File: src/rtl/spi_host.sv
// spi_host: Z80 I/O-mapped SPI host controller.
// Sits upstream of the byte-wide SPI shift engine: drives its ce/io/d inputs,
// captures its q output, and exposes data, control and status registers plus
// an auto-read port that launches 0xFF transfers for block reads.
module spi_host #(
    parameter int unsigned SLOW_DIV = 35,  // clocks per spi_ce pulse in slow mode (2..255)
    parameter int unsigned NCS      = 2    // number of active-low chip selects (1..4)
) (
    input  logic           clock,
    input  logic           reset,
    input  logic [1:0]     a,
    input  logic           wr,
    input  logic           rd,
    input  logic [7:0]     d,
    output logic [7:0]     q,
    output logic           busy,
    output logic [NCS-1:0] cs_n,
    output logic           spi_ce,
    output logic           spi_io,
    output logic [7:0]     spi_d,
    input  logic [7:0]     spi_q
);

    typedef enum logic [1:0] {
        IDLE,
        LAUNCH,
        SHIFT,
        SETTLE
    } state_t;

    localparam logic [7:0] DIV_RELOAD = 8'(SLOW_DIV - 1);
    localparam logic [4:0] TICKS_PER_BYTE = 5'd16;

    state_t     state;
    logic       slow;       // mode as last written by the CPU
    logic       slow_eff;   // mode the CE generator is actually running
    logic [7:0] div;
    logic [4:0] tick;
    logic [7:0] rx;
    logic       overrun;

    logic       start_req;
    logic       start_is_data;
    logic       rd_status;
    logic [7:0] ctrl_rd;

    // Transfer starts come from a data write (a=0) or an auto-read (a=3).
    assign start_is_data = wr && (a == 2'd0);
    assign start_req     = start_is_data || (rd && (a == 2'd3));
    assign rd_status     = rd && (a == 2'd2);

    // Control register read-back: slow in bit 7, chip selects in the low bits.
    always_comb begin
        ctrl_rd          = '0;
        ctrl_rd[NCS-1:0] = cs_n;
        ctrl_rd[7]       = slow;
    end

    // Control register: chip selects and requested bit-rate mode, writable any time.
    always_ff @(posedge clock or posedge reset) begin
        if (reset) begin
            cs_n <= '1;
            slow <= 1'b1;
        end else if (wr && (a == 2'd1)) begin
            cs_n <= d[NCS-1:0];
            slow <= d[7];
        end
    end

    // CE generator; a requested mode change is only applied while idle so a
    // byte in flight keeps a constant bit rate, and it restarts the divider.
    always_ff @(posedge clock or posedge reset) begin
        if (reset) begin
            slow_eff <= 1'b1;
            div      <= DIV_RELOAD;
            spi_ce   <= 1'b0;
        end else if ((state == IDLE) && (slow_eff != slow)) begin
            slow_eff <= slow;
            div      <= DIV_RELOAD;
            spi_ce   <= !slow;
        end else if (!slow_eff) begin
            spi_ce <= 1'b1;
        end else if (div == 8'd0) begin
            div    <= DIV_RELOAD;
            spi_ce <= 1'b1;
        end else begin
            div    <= div - 8'd1;
            spi_ce <= 1'b0;
        end
    end

    // Transfer FSM with CPU read port and overrun tracking.
    always_ff @(posedge clock or posedge reset) begin
        if (reset) begin
            state   <= IDLE;
            busy    <= 1'b0;
            spi_io  <= 1'b0;
            spi_d   <= 8'hFF;
            rx      <= 8'hFF;
            q       <= '0;
            overrun <= 1'b0;
            tick    <= '0;
        end else begin
            if (rd) begin
                case (a)
                    2'd0:    q <= rx;
                    2'd1:    q <= ctrl_rd;
                    2'd2:    q <= {6'b0, overrun, busy};
                    default: q <= rx;
                endcase
            end

            // Set is written last so it wins over a same-edge status clear.
            if (rd_status) begin
                overrun <= 1'b0;
            end
            if (start_req && (state != IDLE)) begin
                overrun <= 1'b1;
            end

            case (state)
                IDLE: begin
                    if (start_req) begin
                        spi_d  <= start_is_data ? d : 8'hFF;
                        busy   <= 1'b1;
                        spi_io <= 1'b1;
                        state  <= LAUNCH;
                    end
                end
                LAUNCH: begin
                    if (spi_ce) begin
                        tick   <= '0;
                        spi_io <= 1'b0;
                        state  <= SHIFT;
                    end
                end
                SHIFT: begin
                    if (tick == TICKS_PER_BYTE) begin
                        state <= SETTLE;
                    end else if (spi_ce) begin
                        tick <= tick + 5'd1;
                    end
                end
                SETTLE: begin
                    rx    <= spi_q;
                    busy  <= 1'b0;
                    state <= IDLE;
                end
                default: state <= IDLE;
            endcase
        end
    end

endmodule
File: config.mk
export PLATFORM = sky130hd
export DESIGN_NAME = spi_host
export DESIGN_NICKNAME = d
export VERILOG_FILES = /design/src/rtl/spi_host.sv
export SDC_FILE = /design/constraint.sdc
export NUM_CORES = 1
export LEC_CHECK = 0
export ABC_CLOCK_PERIOD_IN_PS = 2940
export CORE_MARGIN = 2
export CORE_UTILIZATION = 55
export CTS_CLUSTER_DIAMETER = 30
export DETAILED_ROUTE_END_ITERATION = 8
export PLACE_DENSITY = 0.83
export SLEW_MARGIN = 20
export SYNTH_ARGS = -nofsm -noshare
export SYNTH_HDL_FRONTEND = slang
export SYNTH_SLANG_ARGS = --single-unit
File: constraint.sdc
create_clock -name clock -period 2.94 [get_ports clock]
set_input_delay 0.588 -clock clock [delete_from_list [all_inputs] [get_ports clock]]
set_output_delay 0.588 -clock clock [all_outputs]
set_load 0.01 [all_outputs]
==> impl_metrics.yaml <==
floorplan:
  die_x_um: 68.9
  start_util_pct: 57.5
  rows: 23
  io_pins: 43
  die-area_um2: 4740
  core_um2: 4030
  die_h_um: 68.9
cells_and_area:
  drive_above_1_share_pct: 22.1
  final_cell_mix: "42 x clkdlybuf4s50_1, 25 x nand2_1, 25 x dfrtp_1, 22 x dfstp_2, 19 x inv_1"
  final_core_util_pct: 72.0
  fin_area_um2: 2900
  nNetsFinal: 287
  fillers: 289
  area_growth_pct: 25.2
  fin_cells: 303
  diodes: 0
  final_common_cell: "clkdlybuf4s50_1"
grt:
  grt_start_max_net_pins: 32
  grt_pass1_vias: 1670
  grt_pass1_wl_um: 7460
  gr-total-overflow: 0
  antenna_found_initial: 0
  grt_usage_pct: 21.5
timing:
  final.setup.tns_ns: 0
  maxSlewHeadroom_pct: 54.2
  rsz0062_at_grt: "false"
  period_minus_slack_ns: 2.03
  hold_viol_final: 0
  tightest_slew_ns: 0.686
  skew_ns: 0.00791
  slew_viol_final: 0
  period_share_pct: 68.9
  finalWorstSetupSlack_ns: 0.914
  fmax_mhz: 494
  setup_violations: 0
detailed_routing:
  wl_met2_um: 2130
  final_antenna_net_count: 0
  routed_wl_um: 4360
  vias: 1661
  top_layer: "met4"
  initialDrtViolationCount: 109
  via_per_inst: 5.48
  drtPass1Iterations: 4
  wl_met1_um: 1960
  dr_wl_met3_um: 193
  wl_per_cell_um: 14.4
  drcViolationCount: 0
placement:
  place_area_um2: 2790
  place_ws_ns: 0.620
  io_buffers: 42
  dp.cells: 295
  dp_hpwl_um: 3200
  gp_congestion: 0.815
synthesis:
  ys_types: 41
  synth_fp_nets: 242
  yosysSeqAreaShare_pct: 52.0
  avgSynthCellArea_um2: 11.2
  synth_area_um2: 2310
  synth-main-ff-cell: "dfrtp_1"
  yosys_warnings: 0
  ys_ff_latch: 47
  synth_edf_count: 0
  async_reset_ff_share_pct: 100
  postSynthCellCount: 207
power:
  intPower_uw: 1900
  swShare_pct: 34.2
  switchingPower_uw: 987
  p_leak_uw: 0.00125
  seq_power_share_pct: 42.6
  irDropWorstVdd_v: 0.000570
  pwr-share-clk_pct: 16.5
  cellPowerDensity_nw_per_um2: 994
  combinationalPowerShare_pct: 40.9
clock_network:
  clockBufferDepth: 2
  postCtsHoldBufs: 0
  cts_buffers: 5
  cts_root_buf: "clkbuf_8"
  cts_max_level: 2
  post_cts_buffers: 0
  path_clk_slew_ns: 0.09
  ctsResizeCount: 0
  clock_latency_ns: 0.30
  cts.sinks: 47
  cts_tree: "done"
worst_setup_path:
  cpMaxStageDelayCell: "nor2b_1"
  crit_path_cell_trace: "clkdlybuf4s50_1 > inv_1 > ha_1 > a22oi_2 > nor2b_1 > nor2_1 > o21ai_0"
  crit_family: "simple AND/OR/NAND/NOR gates"
  max_stage_delay_ns: 0.57
  required_ns: 3.16
  crit_fanout: 9
  critical_path_arrival_ns: 2.24
  worstSetupStartpointType: "primary input"
  crit_type: "in -> reg"
  critPathBufInv: 2
  endpoint_kind: "flip-flop"
status:
  run_status: "completed"
hold_path:
  worst_hold_path_type: "reg -> reg"
job:
  maxCapViolCount: 0
-- kinds of logic (layout without fill, tap and decap cells) --
logic type | Yosys count | in the layout | share of synthesized area [%]
and+or+nand+nor | 54 | 54 | 11.7
xor gates and xnor gates | 2 | 2 | 0.757
adders and majority gates | 13 | 13 | 7.03
buffers and inverters | 27 | 73 | 4.70
muxes | 20 | 20 | 9.46
DFF | 47 | 47 | 52.0
AOI/OAI and AO/OA | 44 | 44 | 14.3
-- Yosys cell counts (2+ instances only) --
cell type | instances | share of area [%]
a21oi_1 | 6 | 1.3
a22oi_1 | 3 | 0.97
a31oi_1 | 2 | 0.54
buf_2 | 3 | 0.65
clkbuf_1 | 3 | 0.49
dfrtp_1 | 25 | 27
dfstp_2 | 22 | 25
ha_1 | 13 | 7.0
inv_1 | 20 | 3.2
mux2_2 | 14 | 6.8
mux2i_1 | 5 | 2.2
nand2_1 | 25 | 4.1
nand3_1 | 10 | 2.2
nor2_1 | 9 | 1.5
o21ai_0 | 8 | 1.7
o21ai_1 | 2 | 0.43
o22a_1 | 8 | 3.0
o22ai_1 | 5 | 1.4
xor2_1 | 2 | 0.76
-- stage by stage --
stage / power (uW) / hold WS, ns
global route: 3100 / 0.550
detailed placement: 2430 / 0.480
global placement: 2380 / 0.476
floorplan: 1990 / 0.448
CTS: 2910 / 0.503
finish: 2880 / 0.508
-- per-layer routing --
| metal | track usage, % | vias up |
|---|---|---|
| met5 | 0 | - |
| met4 | 8.09 | 0 |
| met3 | 5.84 | 5 |
| met2 | 35.6 | 34 |
| met1 | 27.0 | 813 |
| li1 | - | 809 |
-- final timing paths --
path,startpoint,end,slack (ns),cells past startpoint
max,a[0],busy,0.91,7
min in group asynchronous,reset,tick[2],0.67,2
min reg2reg,overrun,overrun,0.51,2
min,overrun,overrun,0.51,2
max in group asynchronous,reset,spi_d[2],1.62,3
max reg2reg,state[0],busy,0.98,5
-- flip-flops by register name, summed over array words and instances, names as in the netlist, 2 cells and up --
register / flops
div: 8
q: 8
rx: 8
spi_d: 8
tick: 5
cs_n: 2
state: 2
-- power by group through the flow --
stage	combinational (uW)	clock, uW	sequential, uW
finish	1180	476	1230
detailed placement	1190	0	1240
global placement	1150	0	1230
global route	1330	507	1270
CTS	1190	486	1230
floorplan	746	0	1250
-- cell type report --
class	instances	area, um2	area share [%]
Sequential cell	47	1200	41.5
Clock inverter	3	43.8	1.51
Clock buffer	5	68.8	2.37
Multi-Input combinational cell	133	1000	34.6
Tap cell	50	62.6	2.16
Timing Repair Buffer	45	443	15.3
Inverter	20	75.1	2.59
-- tightest hold or removal path, stage by stage, from the launching register on --
cell	delay [ns]
dfrtp_1	0.37
nand2_1	0.05
o21ai_0	0.06
No activity file was read; power rests on OpenSTA's default activity.
